===== config.mk =====
export PLATFORM = sky130hd
export DESIGN_NAME = cache_port_arbiter_flat
export DESIGN_NICKNAME = d
export VERILOG_FILES = /design/src/rtl/cache_port_arbiter_if.sv /design/src/rtl/cache_port_arbiter.sv /design/src/flat_wrapper.sv
export SDC_FILE = /design/constraint.sdc
export NUM_CORES = 1
export LEC_CHECK = 0
export ABC_AREA = 1
export CORE_MARGIN = 3
export CORE_UTILIZATION = 40
export CTS_CLUSTER_SIZE = 30
export DETAILED_ROUTE_END_ITERATION = 7
export PLACE_DENSITY = 0.76
export SLEW_MARGIN = 15
export SYNTH_ARGS = -nofsm -noshare
export SYNTH_HDL_FRONTEND = slang
export SYNTH_SLANG_ARGS = --single-unit

===== constraint.sdc =====
create_clock -name clk -period 1.5 [get_ports clk]
set_input_delay 0.3 -clock clk [delete_from_list [all_inputs] [get_ports clk]]
set_output_delay 0.3 -clock clk [all_outputs]
set_load 0.01 [all_outputs]

===== src/rtl/cache_port_arbiter_if.sv =====
// Bundle of the arbiter's requester ports, cache-side port and statistics outputs.
// slave : view taken by cache_port_arbiter itself.
// master: view of the environment (CPU requesters, the cache and the stats reader).
interface cache_port_arbiter_if #(
  parameter int ADDR_W = 11,
  parameter int DATA_W = 8,
  parameter int CNT_W  = 16
);
  // requester 0 (instruction fetch)
  logic              r0_valid;
  logic              r0_ready;
  logic              r0_RW;
  logic [ADDR_W-1:0] r0_address;
  logic [DATA_W-1:0] r0_write_data;
  logic              r0_rvalid;
  logic [DATA_W-1:0] r0_read_data;
  // requester 1 (load/store)
  logic              r1_valid;
  logic              r1_ready;
  logic              r1_RW;
  logic [ADDR_W-1:0] r1_address;
  logic [DATA_W-1:0] r1_write_data;
  logic              r1_rvalid;
  logic [DATA_W-1:0] r1_read_data;
  // cache side
  logic              c_valid;
  logic              c_ready;
  logic              c_RW;
  logic [ADDR_W-1:0] c_address;
  logic [DATA_W-1:0] c_write_data;
  logic              c_done;
  logic [DATA_W-1:0] c_read_data;
  logic              L1miss;
  logic              L2miss;
  // statistics
  logic              clr_stats;
  logic [CNT_W-1:0]  req_cnt;
  logic [CNT_W-1:0]  l1_miss_cnt;
  logic [CNT_W-1:0]  l2_miss_cnt;
  logic              timeout;

  modport slave (
    input  r0_valid, r0_RW, r0_address, r0_write_data,
    output r0_ready, r0_rvalid, r0_read_data,
    input  r1_valid, r1_RW, r1_address, r1_write_data,
    output r1_ready, r1_rvalid, r1_read_data,
    output c_valid, c_RW, c_address, c_write_data,
    input  c_ready, c_done, c_read_data, L1miss, L2miss,
    input  clr_stats,
    output req_cnt, l1_miss_cnt, l2_miss_cnt, timeout
  );

  modport master (
    output r0_valid, r0_RW, r0_address, r0_write_data,
    input  r0_ready, r0_rvalid, r0_read_data,
    output r1_valid, r1_RW, r1_address, r1_write_data,
    input  r1_ready, r1_rvalid, r1_read_data,
    input  c_valid, c_RW, c_address, c_write_data,
    output c_ready, c_done, c_read_data, L1miss, L2miss,
    output clr_stats,
    input  req_cnt, l1_miss_cnt, l2_miss_cnt, timeout
  );
endinterface


===== src/rtl/cache_port_arbiter.sv =====
// Purpose : round-robin share of the single cache request port between fetch (r0) and load/store (r1).
// Latency : accept at edge T, c_valid for one cycle at best, rvalid 3 cycles after accept; 4 cycles per transaction.
// Backpress: rN_ready only in IDLE for the selected requester; cache back-pressures via c_ready; no response backpressure.
// Ports   : clk, rst_n (async, active-low); bus (slave modport) carries both requester ports,
//           the cache ivalid/iRW/iaddress/oready interface, miss flags and the statistics counters.
module cache_port_arbiter #(
  parameter int ADDR_W   = 11,
  parameter int DATA_W   = 8,
  parameter int CNT_W    = 16,
  parameter int MAX_WAIT = 255
) (
  input  logic                  clk,
  input  logic                  rst_n,
  cache_port_arbiter_if.slave   bus
);

  localparam int WCNT_W = $clog2(MAX_WAIT + 1);

  typedef enum logic [1:0] {
    S_IDLE,
    S_ISSUE,
    S_WAIT,
    S_RESP
  } state_t;

  state_t              r_state;
  logic                r_last_grant;
  logic                r_owner;
  logic                r_rw;
  logic [ADDR_W-1:0]   r_addr;
  logic [DATA_W-1:0]   r_wdata;
  logic                r_c_valid;
  logic [WCNT_W-1:0]   r_wait_cnt;
  logic                r_rvalid0;
  logic                r_rvalid1;
  logic [DATA_W-1:0]   r_rdata0;
  logic [DATA_W-1:0]   r_rdata1;
  logic [CNT_W-1:0]    r_req_cnt;
  logic [CNT_W-1:0]    r_l1_cnt;
  logic [CNT_W-1:0]    r_l2_cnt;
  logic                r_timeout;

  logic                w_idle;
  logic                w_sel1;
  logic                w_xfer;
  logic                w_done;
  logic                w_tmo;
  logic [DATA_W-1:0]   w_resp_data;

  function automatic logic [CNT_W-1:0] sat_inc(input logic [CNT_W-1:0] v);
    return (&v) ? v : v + 1'b1;
  endfunction

  assign w_idle = (r_state == S_IDLE);
  // r1 wins when it is alone, or when both ask and r0 was served last.
  assign w_sel1 = bus.r1_valid & (~bus.r0_valid | ~r_last_grant);
  assign w_xfer = w_idle & (bus.r0_valid | bus.r1_valid);
  assign w_done = (r_state == S_WAIT) & bus.c_done;
  // The MAX_WAIT-th WAIT cycle without c_done ends the wait.
  assign w_tmo  = (r_state == S_WAIT) & ~bus.c_done & (r_wait_cnt == WCNT_W'(MAX_WAIT - 1));
  // Writes and timeouts answer with zero data.
  assign w_resp_data = (w_done & ~r_rw) ? bus.c_read_data : '0;

  assign bus.r0_ready     = w_idle & bus.r0_valid & ~w_sel1;
  assign bus.r1_ready     = w_idle & w_sel1;
  assign bus.r0_rvalid    = r_rvalid0;
  assign bus.r1_rvalid    = r_rvalid1;
  assign bus.r0_read_data = r_rdata0;
  assign bus.r1_read_data = r_rdata1;
  assign bus.c_valid      = r_c_valid;
  assign bus.c_RW         = r_rw;
  assign bus.c_address    = r_addr;
  assign bus.c_write_data = r_wdata;
  assign bus.req_cnt      = r_req_cnt;
  assign bus.l1_miss_cnt  = r_l1_cnt;
  assign bus.l2_miss_cnt  = r_l2_cnt;
  assign bus.timeout      = r_timeout;

  always_ff @(posedge clk or negedge rst_n) begin
    if (!rst_n) begin
      r_state      <= S_IDLE;
      r_last_grant <= 1'b1;
      r_owner      <= 1'b0;
      r_rw         <= 1'b0;
      r_addr       <= '0;
      r_wdata      <= '0;
      r_c_valid    <= 1'b0;
      r_wait_cnt   <= '0;
      r_rvalid0    <= 1'b0;
      r_rvalid1    <= 1'b0;
      r_rdata0     <= '0;
      r_rdata1     <= '0;
      r_req_cnt    <= '0;
      r_l1_cnt     <= '0;
      r_l2_cnt     <= '0;
      r_timeout    <= 1'b0;
    end else begin
      // Responses are single-cycle pulses.
      r_rvalid0 <= 1'b0;
      r_rvalid1 <= 1'b0;

      case (r_state)
        S_IDLE: begin
          if (w_xfer) begin
            r_owner      <= w_sel1;
            r_last_grant <= w_sel1;
            r_rw         <= w_sel1 ? bus.r1_RW         : bus.r0_RW;
            r_addr       <= w_sel1 ? bus.r1_address    : bus.r0_address;
            r_wdata      <= w_sel1 ? bus.r1_write_data : bus.r0_write_data;
            r_c_valid    <= 1'b1;
            r_state      <= S_ISSUE;
          end
        end
        S_ISSUE: begin
          if (bus.c_ready) begin
            r_c_valid  <= 1'b0;
            r_wait_cnt <= '0;
            r_state    <= S_WAIT;
          end
        end
        S_WAIT: begin
          if (w_done || w_tmo) begin
            if (r_owner) begin
              r_rvalid1 <= 1'b1;
              r_rdata1  <= w_resp_data;
            end else begin
              r_rvalid0 <= 1'b1;
              r_rdata0  <= w_resp_data;
            end
            r_state <= S_RESP;
          end else begin
            r_wait_cnt <= r_wait_cnt + 1'b1;
          end
        end
        S_RESP: begin
          r_state <= S_IDLE;
        end
        default: begin
          r_state <= S_IDLE;
        end
      endcase

      // Clear takes priority over any same-cycle increment.
      if (bus.clr_stats) begin
        r_req_cnt <= '0;
        r_l1_cnt  <= '0;
        r_l2_cnt  <= '0;
        r_timeout <= 1'b0;
      end else begin
        if (w_xfer) r_req_cnt <= sat_inc(r_req_cnt);
        if (w_done && bus.L1miss) r_l1_cnt <= sat_inc(r_l1_cnt);
        if (w_done && bus.L2miss) r_l2_cnt <= sat_inc(r_l2_cnt);
        if (w_tmo) r_timeout <= 1'b1;
      end
    end
  end

endmodule


===== src/flat_wrapper.sv =====
// flat-port wrapper written by rule: the top's interface ports become plain ports
module cache_port_arbiter_flat 
#(
  parameter int ADDR_W   = 11,
  parameter int DATA_W   = 8,
  parameter int CNT_W    = 16,
  parameter int MAX_WAIT = 255
)
  (clk, rst_n, bus_r0_valid, bus_r0_RW, bus_r0_address, bus_r0_write_data, bus_r0_ready, bus_r0_rvalid, bus_r0_read_data, bus_r1_valid, bus_r1_RW, bus_r1_address, bus_r1_write_data, bus_r1_ready, bus_r1_rvalid, bus_r1_read_data, bus_c_valid, bus_c_RW, bus_c_address, bus_c_write_data, bus_c_ready, bus_c_done, bus_c_read_data, bus_L1miss, bus_L2miss, bus_clr_stats, bus_req_cnt, bus_l1_miss_cnt, bus_l2_miss_cnt, bus_timeout);
  cache_port_arbiter_if #(.ADDR_W(ADDR_W), .DATA_W(DATA_W), .CNT_W(CNT_W)) bus_i ();
  input  logic clk;
  input  logic rst_n;
  input wire logic [$bits(bus_i.r0_valid)-1:0] bus_r0_valid;
  input wire logic [$bits(bus_i.r0_RW)-1:0] bus_r0_RW;
  input wire logic [$bits(bus_i.r0_address)-1:0] bus_r0_address;
  input wire logic [$bits(bus_i.r0_write_data)-1:0] bus_r0_write_data;
  output wire logic [$bits(bus_i.r0_ready)-1:0] bus_r0_ready;
  output wire logic [$bits(bus_i.r0_rvalid)-1:0] bus_r0_rvalid;
  output wire logic [$bits(bus_i.r0_read_data)-1:0] bus_r0_read_data;
  input wire logic [$bits(bus_i.r1_valid)-1:0] bus_r1_valid;
  input wire logic [$bits(bus_i.r1_RW)-1:0] bus_r1_RW;
  input wire logic [$bits(bus_i.r1_address)-1:0] bus_r1_address;
  input wire logic [$bits(bus_i.r1_write_data)-1:0] bus_r1_write_data;
  output wire logic [$bits(bus_i.r1_ready)-1:0] bus_r1_ready;
  output wire logic [$bits(bus_i.r1_rvalid)-1:0] bus_r1_rvalid;
  output wire logic [$bits(bus_i.r1_read_data)-1:0] bus_r1_read_data;
  output wire logic [$bits(bus_i.c_valid)-1:0] bus_c_valid;
  output wire logic [$bits(bus_i.c_RW)-1:0] bus_c_RW;
  output wire logic [$bits(bus_i.c_address)-1:0] bus_c_address;
  output wire logic [$bits(bus_i.c_write_data)-1:0] bus_c_write_data;
  input wire logic [$bits(bus_i.c_ready)-1:0] bus_c_ready;
  input wire logic [$bits(bus_i.c_done)-1:0] bus_c_done;
  input wire logic [$bits(bus_i.c_read_data)-1:0] bus_c_read_data;
  input wire logic [$bits(bus_i.L1miss)-1:0] bus_L1miss;
  input wire logic [$bits(bus_i.L2miss)-1:0] bus_L2miss;
  input wire logic [$bits(bus_i.clr_stats)-1:0] bus_clr_stats;
  output wire logic [$bits(bus_i.req_cnt)-1:0] bus_req_cnt;
  output wire logic [$bits(bus_i.l1_miss_cnt)-1:0] bus_l1_miss_cnt;
  output wire logic [$bits(bus_i.l2_miss_cnt)-1:0] bus_l2_miss_cnt;
  output wire logic [$bits(bus_i.timeout)-1:0] bus_timeout;
  assign bus_i.r0_valid = bus_r0_valid;
  assign bus_i.r0_RW = bus_r0_RW;
  assign bus_i.r0_address = bus_r0_address;
  assign bus_i.r0_write_data = bus_r0_write_data;
  assign bus_r0_ready = bus_i.r0_ready;
  assign bus_r0_rvalid = bus_i.r0_rvalid;
  assign bus_r0_read_data = bus_i.r0_read_data;
  assign bus_i.r1_valid = bus_r1_valid;
  assign bus_i.r1_RW = bus_r1_RW;
  assign bus_i.r1_address = bus_r1_address;
  assign bus_i.r1_write_data = bus_r1_write_data;
  assign bus_r1_ready = bus_i.r1_ready;
  assign bus_r1_rvalid = bus_i.r1_rvalid;
  assign bus_r1_read_data = bus_i.r1_read_data;
  assign bus_c_valid = bus_i.c_valid;
  assign bus_c_RW = bus_i.c_RW;
  assign bus_c_address = bus_i.c_address;
  assign bus_c_write_data = bus_i.c_write_data;
  assign bus_i.c_ready = bus_c_ready;
  assign bus_i.c_done = bus_c_done;
  assign bus_i.c_read_data = bus_c_read_data;
  assign bus_i.L1miss = bus_L1miss;
  assign bus_i.L2miss = bus_L2miss;
  assign bus_i.clr_stats = bus_clr_stats;
  assign bus_req_cnt = bus_i.req_cnt;
  assign bus_l1_miss_cnt = bus_i.l1_miss_cnt;
  assign bus_l2_miss_cnt = bus_i.l2_miss_cnt;
  assign bus_timeout = bus_i.timeout;
  cache_port_arbiter #(.ADDR_W(ADDR_W), .DATA_W(DATA_W), .CNT_W(CNT_W), .MAX_WAIT(MAX_WAIT)) u_core (.clk(clk), .rst_n(rst_n), .bus(bus_i));
endmodule

## Word-level counts from Yosys, hierarchy flattened

Cells that the tools add are included.
W data, S select, Z words.

- Memories kept: 0
- Bits in latches: 0
- Bits of input ports: 57
- Word-level logic and storage cells: 101
- Register bits after elaboration: 100
- RAM bits: 0
- ROM bits: 0
- Output and inout bits: 90

- Add/subtract/negate cells: 4
- Div/mod/pow operators: 0
- $mul: 0
- Magnitude comparators: 0
- Reduce and logical (&&, ||, !) cells: 22
- Shift operators: 0
- Muxes and demuxes: 31
- Equality and inequality tests: 11
- Bitwise operators: 17

Operators with widths:

| kind | number |
|---|---|
| $mux W16 | 9 |
| $add A16 B1 Y16 const B | 3 |
| $reduce_and A16 Y1 | 3 |
| $mux W8 | 4 |
| $pmux W8 S2 | 1 |
| $reduce_and A3 Y1 | 5 |
| $ne A2 B2 Y1 const B | 7 |
| $reduce_bool A2 Y1 | 6 |
| $mux W1 | 11 |
| $mux W11 | 1 |
| $and A1 B1 Y1 | 9 |
| $add A8 B1 Y8 const B | 1 |
| $eq A8 B8 Y1 const B | 1 |
| $pmux W2 S4 | 1 |
| $reduce_and A2 Y1 | 4 |
| $mux W2 | 3 |
| $not A1 Y1 | 6 |
| $eq A2 B2 Y1 const B | 2 |
| $eq A2 B1 Y1 const B | 1 |
| $logic_and A1 B1 Y1 | 2 |
| $logic_not A2 Y1 | 1 |
| $or A1 B1 Y1 | 2 |
| $pmux W1 S2 | 1 |
| $logic_or A1 B1 Y1 | 1 |

## Longest topological paths before layout

Gate-level depths: netlist of the first run.

- Word-level depth: 6
- Gate-level depth with buffers: 11
- Depth with buffers taken out: 10

## Worst setup path after synthesis of the first run

No wires, ideal clock.

- Path type: reg-to-reg
- Start: register u_core.r_l1_cnt[0] (netlist: u_core.bus.l1_miss_cnt[0])
- End: register u_core.r_l1_cnt[2] (netlist: u_core.bus.l1_miss_cnt[2])
- Period minus slack after synthesis: 1.594 ns
- Required time: 1.374 ns
- Arrival time: 1.468 ns
- Cell stages (with the launch flop): 11
- Path slack: -0.094 ns
- Setup time: 0.126 ns
- Cells stage by stage: dfrtp_1 ha_1 nand3_1 inv_1 nand2_1 inv_1 nand3_1 nand2_2 buf_4 nand2_1 o21ai_0

- Word-level cells in the longest chain between the ends: 4

Ends and longest elaborated chain:

| what | line | source |
|---|---|---|
| from (decl) | cache_port_arbiter.sv:39 | `logic [CNT_W-1:0] r_l1_cnt;` |
| from (signal assigned) | cache_port_arbiter.sv:151 | `if (w_done && bus.L1miss) r_l1_cnt <= sat_inc(r_l1_cnt);` |
| $add A16 B1 Y16 | cache_port_arbiter.sv:51 | `return (&v) ? v : v + 1'b1;` |
| $mux W16 | cache_port_arbiter.sv:51 |  |
| $mux W16 | cache_port_arbiter.sv:151 |  |
| $mux W16 | cache_port_arbiter.sv:144 | `if (bus.clr_stats) begin` |

Parallel ways exist; a longest one is shown, timed or not. The select of a mux whose other input is x is not followed.
A chain may end at the register's enable or synchronous reset.

## Worst setup path after layout of the first run

- Start: register u_core.r_state[0]
- End: register u_core.r_rdata1[0] (netlist: u_core.bus.r1_read_data[0])

- Word-level cells in the longest chain between the ends: 5

Ends and longest elaborated chain:

| what | line | source |
|---|---|---|
| from (decl) | cache_port_arbiter.sv:26 | `state_t r_state;` |
| from (signal assigned) | cache_port_arbiter.sv:81 | `r_state <= S_IDLE;` |
| from (signal assigned) | cache_port_arbiter.sv:111 | `r_state <= S_ISSUE;` |
| from (signal assigned) | cache_port_arbiter.sv:118 | `r_state <= S_WAIT;` |
| $eq A2 B2 Y1 (*) | cache_port_arbiter.sv:58, cache_port_arbiter.sv:60, cache_port_arbiter.sv:102 |  |
| $and A1 B1 Y1 (2 in series) | cache_port_arbiter.sv:60 | `assign w_tmo = (r_state == S_WAIT) & ~bus.c_done & (r_wait_cnt == WCNT_W'(MAX_WAIT - 1));` |
| $logic_or A1 B1 Y1 | cache_port_arbiter.sv:122 | `if (w_done \|\| w_tmo) begin` |
| $reduce_and A3 Y1 (no line) | n/a |  |
| to (signal assigned) | cache_port_arbiter.sv:125 | `r_rdata1 <= w_resp_data;` |
| to (decl) | cache_port_arbiter.sv:37 | `logic [DATA_W-1:0] r_rdata1;` |

Mark *: on every way between the ends. The rest lies on a longest branch, timed or not.

==> results of run 1 <==
[layer usage]
layer | wire length, um | vias up | global-route usage, %
met4 | 374 | 0 | 8.03
met2 | 8300 | 197 | 37.3
met1 | 7290 | 2837 | 27.9
li1 | - | 2922 | -
met5 | 0 | - | 0
met3 | 1250 | 28 | 5.99
[sequential cells by signal, indices dropped and copies added (netlist names)]
signal and cells:
u_core.r_last_grant 1, u_core.bus.c_valid 1, u_core.bus.r0_rvalid 1, u_core.bus.timeout 1
u_core.bus.l1_miss_cnt 16, u_core.r_state 2, u_core.bus.c_write_data 8, u_core.bus.r1_read_data 8
u_core.r_owner 1, u_core.bus.c_RW 1, u_core.r_wait_cnt 8, u_core.bus.r0_read_data 8
u_core.bus.r1_rvalid 1, u_core.bus.l2_miss_cnt 16, u_core.bus.req_cnt 16, u_core.bus.c_address 11
[area by class of cell]
class | instances | area, um2 | share of cell area (%)
sequential | 100 | 2520 | 28.0
timing repair buffer | 262 | 2440 | 27.2
clock inverter | 5 | 77.6 | 0.864
tap | 176 | 220 | 2.45
clock buffer | 11 | 233 | 2.59
inverter | 56 | 218 | 2.42
multi-input combinational | 568 | 3280 | 36.5
[worst max-delay path by stage]
stage | end | slack [ps] | from
global placement | bus_r0_ready | -430 | bus_r0_valid
floorplan | u_core.bus.r0_read_data[6] | -20 | u_core.r_state[0]
CTS | u_core.bus.r0_read_data[5] | -130 | u_core.r_state[0]
finish | u_core.bus.r1_read_data[0] | -150 | u_core.r_state[0]
global route | u_core.bus.r0_read_data[0] | -230 | u_core.r_state[0]
detailed placement | bus_r0_ready | -460 | bus_r0_valid
[cell usage in the layout (no fill, tap or decap), drive strengths merged]
cell type,synthesis,final
nand2,234,238
buf,13,116
nor2,101,104
o21ai,103,103
dfrtp,99,99
dlygate4sd2,0,69
nand3,60,60
inv,56,56
clkdlybuf4s50,0,55
clkdlybuf4s15,0,17
nand4,16,16
clkbuf,10,15
xor2,14,14
o21bai,8,8
ha,8,8
or2,5,5
a21oi,5,5
nor3,2,2
xnor2,2,2
o211ai,2,2
bufinv,0,2
clkinv,0,2
nand3b,1,1
clkinvlp,0,1
dlygate4sd3,0,1
dfstp,1,1
[where the power goes]
part / switching (mW) / internal [mW] / total [mW]
logic: 2.49 / 2.15 / 4.64
registers: 0.413 / 3.26 / 3.67
clock network: 1.02 / 1.46 / 2.47
total: 3.92 / 6.87 / 10.8
[worst max-delay path, stage by stage, from the launching register on]
cell and delay, ps:
dfrtp_1 400, inv_2 90, buf_6 100, ha_4 140, inv_2 40, nor2_2 70, nand3b_1 130, buf_6 160
nand2_8 140, nand2_4 100, nand2_2 90, o21ai_1 60
[kinds of logic after synthesis]
logic type | after synthesis | synth area share, %
flops | 100 | 45.5
simple gates | 419 | 32.2
xor+xnor | 16 | 2.55
buf+inv | 79 | 6.51
compound gates | 118 | 11.4
fa+ha+maj | 8 | 1.82
[repair_timing]
item                                    CTS  global route
endpoints found under the hold margin    18             0
resized for setup                       203           136
gates cloned                              9             2
hold buffers                              1             0
buffers inserted                         29             6
pin swaps                                25            33
endpoints found under the setup margin  184           112
==> run metrics, run 1 <==
Routed WL roughly 17,000 um; Max FO, Critical Path 6; clock buffer depth 2; most numerous cell in the Yosys netlist nand2_1; drc violations 0; Final HPWL DP 11,300 um; dpl ws -460 ps; FP Rows 42; Synth Register Bits 100; pin count of the biggest net entering global routing 36; # clock sinks 100; global-route wire length before repair 27,000 um; Power Dens Cells 1200 nW/um2; total grt overflow 0; failing checks negative setup slack; Setup crit end kind flip-flop; Finished Layout Cells roughly 1,200; Total Routing Usage GR 22.3%; final max-slew violation count 0; CP Class flip-flop to flip-flop; Vias 5,984; GP Congestion 0.896; CORE AREA 13,300 um2; Syn Inst Count 740; nets 1,062; hold crit path type input port to asynchronous set/reset pin; CTS tree yes; Setup WS post-layout -151 ps; initial core utilization a little over 40%; Fin Clk Skew 8.86 ps; MaxCap Viol Count 0; diodes inserted 0; mean post-synth cell area 7.43 um2; worst hold margin between 400 and 500 ps; Pwr Total between 10 and 15 mW; vias in the first global route 5,721; period utilisation layout 110%; Post-DRT Antenna Nets 0; worst r2r src u_core.r_state[0]; clock buffer count from CTS 9; share of the synthesized area in the top cell type 45.1%; startpoint types flip-flop; top post-synthesis cells by area dfrtp_1 45%, nand2_1 16%, o21ai_0 7.6%; fillcell total 1,109; data required time of the worst path 1740 ps; Final Setup Violations 45; initial antenna violation count 0; wire per inst 14.6 um; R2R Setup Slk -150 ps; htree depth 3; crit path time final 1650 ps; P&R area growth vs syn 63.4%; number of synthesized flops with an enable pin 0; Die Wd about 120 um; Synth Flop Type dfrtp_1; I/O Buffers 146; worst r2r dst u_core.bus.r1_read_data[0]; Mapped Nets 805; dpl cell area 7710 um2; Pleak 4.30 nW; layout cells sized above 1 roughly 29%; worst slew pin tran 478 ps; setup TNS -3760 ps; peak supply drop between 0.8 and 0.9 mV; Synth warnings 0; die span in y 123 um; Post-Syn Area between 5000 and 6000 um2; most area-hungry cell type in the Yosys netlist dfrtp_1; die area 15,200 um2; fin area about 9000 um2; root buffer cell clkbuf_16; Yosys cell types 28; Hold Vio Cnt, Final 0; clock-pin slew on the worst setup and hold paths approximately 70 ps; FFs w/ async S/R, synth 100%; dpl cells 1,116; post-synthesis sequential area ratio 45.5%; Core Util, Final 67.3%; RSZ-0062 raised after global routing yes; Slew HR 68.1%; worst-case reg-to-reg path depth 11; vias per cell 5.08; status finished with violations; Highest Clock Rate between 600 and 700 MHz; drt pass-1 iters 5; clk_lat worst skew 350 ps; DRT iter0 DRCs 392; io pins 147; crit path DAT 1890 ps; top post-synthesis cells by count 227 x nand2_1, 99 x dfrtp_1, 95 x nor2_1
Note: power is estimated with default switching activity, not from simulation.
==> run 2: changes to the inputs <==
REMOVE_ABC_BUFFERS = 1   (was not set)
==> run 2 against run 1 <==
Compared with the run above:
- the run still ends with negative setup slack left
- non-clock buffer count up 15
- critical path depth up 1
- cell count up 1.2%
- sequential power about the same
- critical endpoint is now u_core.bus.l2_miss_cnt[9]
- largest cell class unchanged
==> run metrics, run 2 (synthesis results as in run 1) <==
Power Dens Cells 1220 nW/um2 (+1.9%); final max-slew violation count 0 (unchanged); die area 15,200 um2 (unchanged); MaxCap Viol Count 0 (unchanged); # clock sinks 100 (unchanged); io pins 147 (unchanged); global-route wire length before repair 27,700 um (+2.5%); status finished with violations; Psw 3.99 mW (+2.0%); diodes inserted 0 (unchanged); Seq pwr share 33.5% (-0.5 points); CP Class flip-flop to flip-flop; CTS tree yes; crit path time final 1700 ps (+53.7 ps); clock buffer count from CTS 9 (unchanged); Pleak 4.30 nW (about the same); dpl cells 1,116 (unchanged); crit path DAT 1980 ps (+90 ps); commonest non-fill, non-tap cell in the layout nand2_1; peak supply drop 1.06 mV (+24%); root buffer cell clkbuf_16; Slew HR 65.8% (-2.4 points); clk_lat worst skew 350 ps (about the same); FP Rows 42 (unchanged); I/O Buffers 146 (unchanged); CORE AREA 13,300 um2 (unchanged); Setup WS post-layout -205 ps (-53.7 ps); hold crit path type input port to asynchronous set/reset pin; worst r2r dst u_core.bus.l2_miss_cnt[9]; most frequent CP cell buf_12; startpoint types flip-flop; worst r2r src u_core.r_state[1]; RSZ-0062 raised after global routing yes; DRT iter0 DRCs 505 (+29%); Finished Layout Cells 1,192 (+1.2%); total grt overflow 0 (unchanged); Logic pwr share 45.0% (+2.0 points); Final HPWL DP 11,700 um (+3.4%); Total Routing Usage GR 23.2% (+0.91 points); period utilisation layout 114% (+3.6 points); Setup crit end kind flip-flop; Clock Power Share 21.5% (-1.4 points); die span in y 123 um (unchanged); wire per inst 15.3 um (+4.5%); htree depth 3 (unchanged); pin count of the biggest net entering global routing 40 (+11%); Worst path slowest cell dfrtp_1; nets 1,076 (+1.3%); R2R Setup Slk -200 ps (-50 ps); drt pass-1 iters 5 (unchanged); clock buffer depth 2 (unchanged); sw frac 36.6% (+0.30 points); worst slew pin tran 513 ps (+35.0 ps); Routed WL 18,200 um (+5.7%); P&R area growth vs syn 62.1%; worst-case reg-to-reg path depth 12 (+1); vias in the first global route 5,744 (+0.40%); fin area 8910 um2 (-0.77%); dpl cell area 7640 um2 (-0.81%); commonest non-fill, non-tap cells in the layout 192 x nand2_1, 100 x buf_4, 90 x dfrtp_1; Int Pwr 6.92 mW (+0.67%); Hold Vio Cnt, Final 0 (unchanged); vias per cell 5.07 (-0.13%); initial antenna violation count 0 (unchanged); GP Congestion 0.851 (-5.0%); Worst path max stage delay 390 ps (about the same); Fin Clk Skew 7.63 ps (-1.23 ps); Vias 6,047 (+1.1%); Die Wd 123 um (unchanged); Final Setup Violations 79 (+76%); layout cells sized above 1 27.2% (-1.5 points); Post-DRT Antenna Nets 0 (unchanged); failing checks negative setup slack; initial core utilization 41.2% (unchanged); data required time of the worst path 1770 ps (+30 ps); CP Cell Sequence buf_4 > ha_4 > buf_12 > nand2_4 > nor2_4 > inv_2 > nor2_4 > buf_12 > buf_12 > nor2_8 > nand2_1 > o21ai_1; Max FO, Critical Path 6 (unchanged); clock-pin slew on the worst setup and hold paths 70 ps (about the same); Highest Clock Rate 587 MHz (-3.1%); drc violations 0 (unchanged); Core Util, Final 66.8% (-0.52 points)
## run 2: changes by cell type in the layout (fill, tap and decap cells not counted), moves of 3 or more
cell             change
nor2_1               +4
buf_12               +4
buf_6                +3
nand2_2              -7
nand2_8              -3
dlygate4sd2_1        +4
buf_4               +10
nand2_4              -6
buf_8                -3
nor2_4               -4
nand2_1             +16
clkdlybuf4s15_1      -5
## run 2: worst max path at each step
stage                                       to  slack (ps)               from
global route        u_core.bus.r0_read_data[3]        -290  u_core.r_state[0]
global placement                  bus_r1_ready        -460       bus_r1_valid
detailed placement                bus_r1_ready        -480       bus_r1_valid
finish               u_core.bus.l2_miss_cnt[9]        -200  u_core.r_state[1]
CTS                 u_core.bus.r1_read_data[7]        -220  u_core.r_state[0]
floorplan                u_core.bus.req_cnt[5]        -850  u_core.r_state[0]
## run 2: stage by stage
| step | hold slack [ps] | total power, mW | TNS (ps) | setup WS, ps |
|---|---|---|---|---|
| after floorplan | 4.41 | 5.09 | -32860 | -847 |
| after global placement | 261 | 7.27 | -22860 | -459 |
| after detailed placement | 258 | 7.36 | -24710 | -483 |
| after CTS | 419 | 10.1 | -7650 | -222 |
| after global routing | 444 | 11.5 | -18890 | -285 |
| final | 422 | 10.9 | -9990 | -205 |
## run 2: area by class of cell
type | count | area [um2]
Clock buffer | 10 | 229
Clock inverter | 6 | 63.8
Fill cell | 1092 | 4440
Inverter | 56 | 218
Multi-Input combinational cell | 567 | 3070
Sequential cell | 100 | 2510
Tap cell | 176 | 220
Timing Repair Buffer | 277 | 2600
## run 2: worst max-delay path, delay by kind of cell (launching register included)
family,cells,cell delay (ps)
AO/OA/AOI/OAI,1,90
buffers and inverters,5,580
AND/OR/NAND/NOR,5,400
adder cells (fa/ha/maj),1,170
flip-flops,1,390
## run 2: power groups by stage
stage | Clock (mW) | Combinational (mW) | Sequential, mW
after floorplan | 0 | 1.25 | 3.84
after global placement | 0 | 3.64 | 3.63
after detailed placement | 0 | 3.72 | 3.65
after CTS | 2.41 | 4.07 | 3.62
after global routing | 2.51 | 5.31 | 3.72
final | 2.35 | 4.91 | 3.65
## run 2: layer usage
metal | share of wire [%] | GRT usage, % | vias up
met4 | 1.6 | 6.92 | 0
met1 | 39 | 27.3 | 2823
li1 | - | - | 2960
met3 | 9.2 | 8.42 | 23
met2 | 50 | 39.9 | 241
met5 | 0 | 0 | -
## run 2: repair_timing
| item | CTS | global route |
|---|---|---|
| pin swaps | 21 | 19 |
| setup buffers | 34 | 13 |
| setup endpoints to repair | 188 | 106 |
| endpoints found under the hold margin | 22 | 0 |
| hold buffers | 1 | 0 |
| gates cloned | 7 | 5 |
| resized for setup | 201 | 110 |
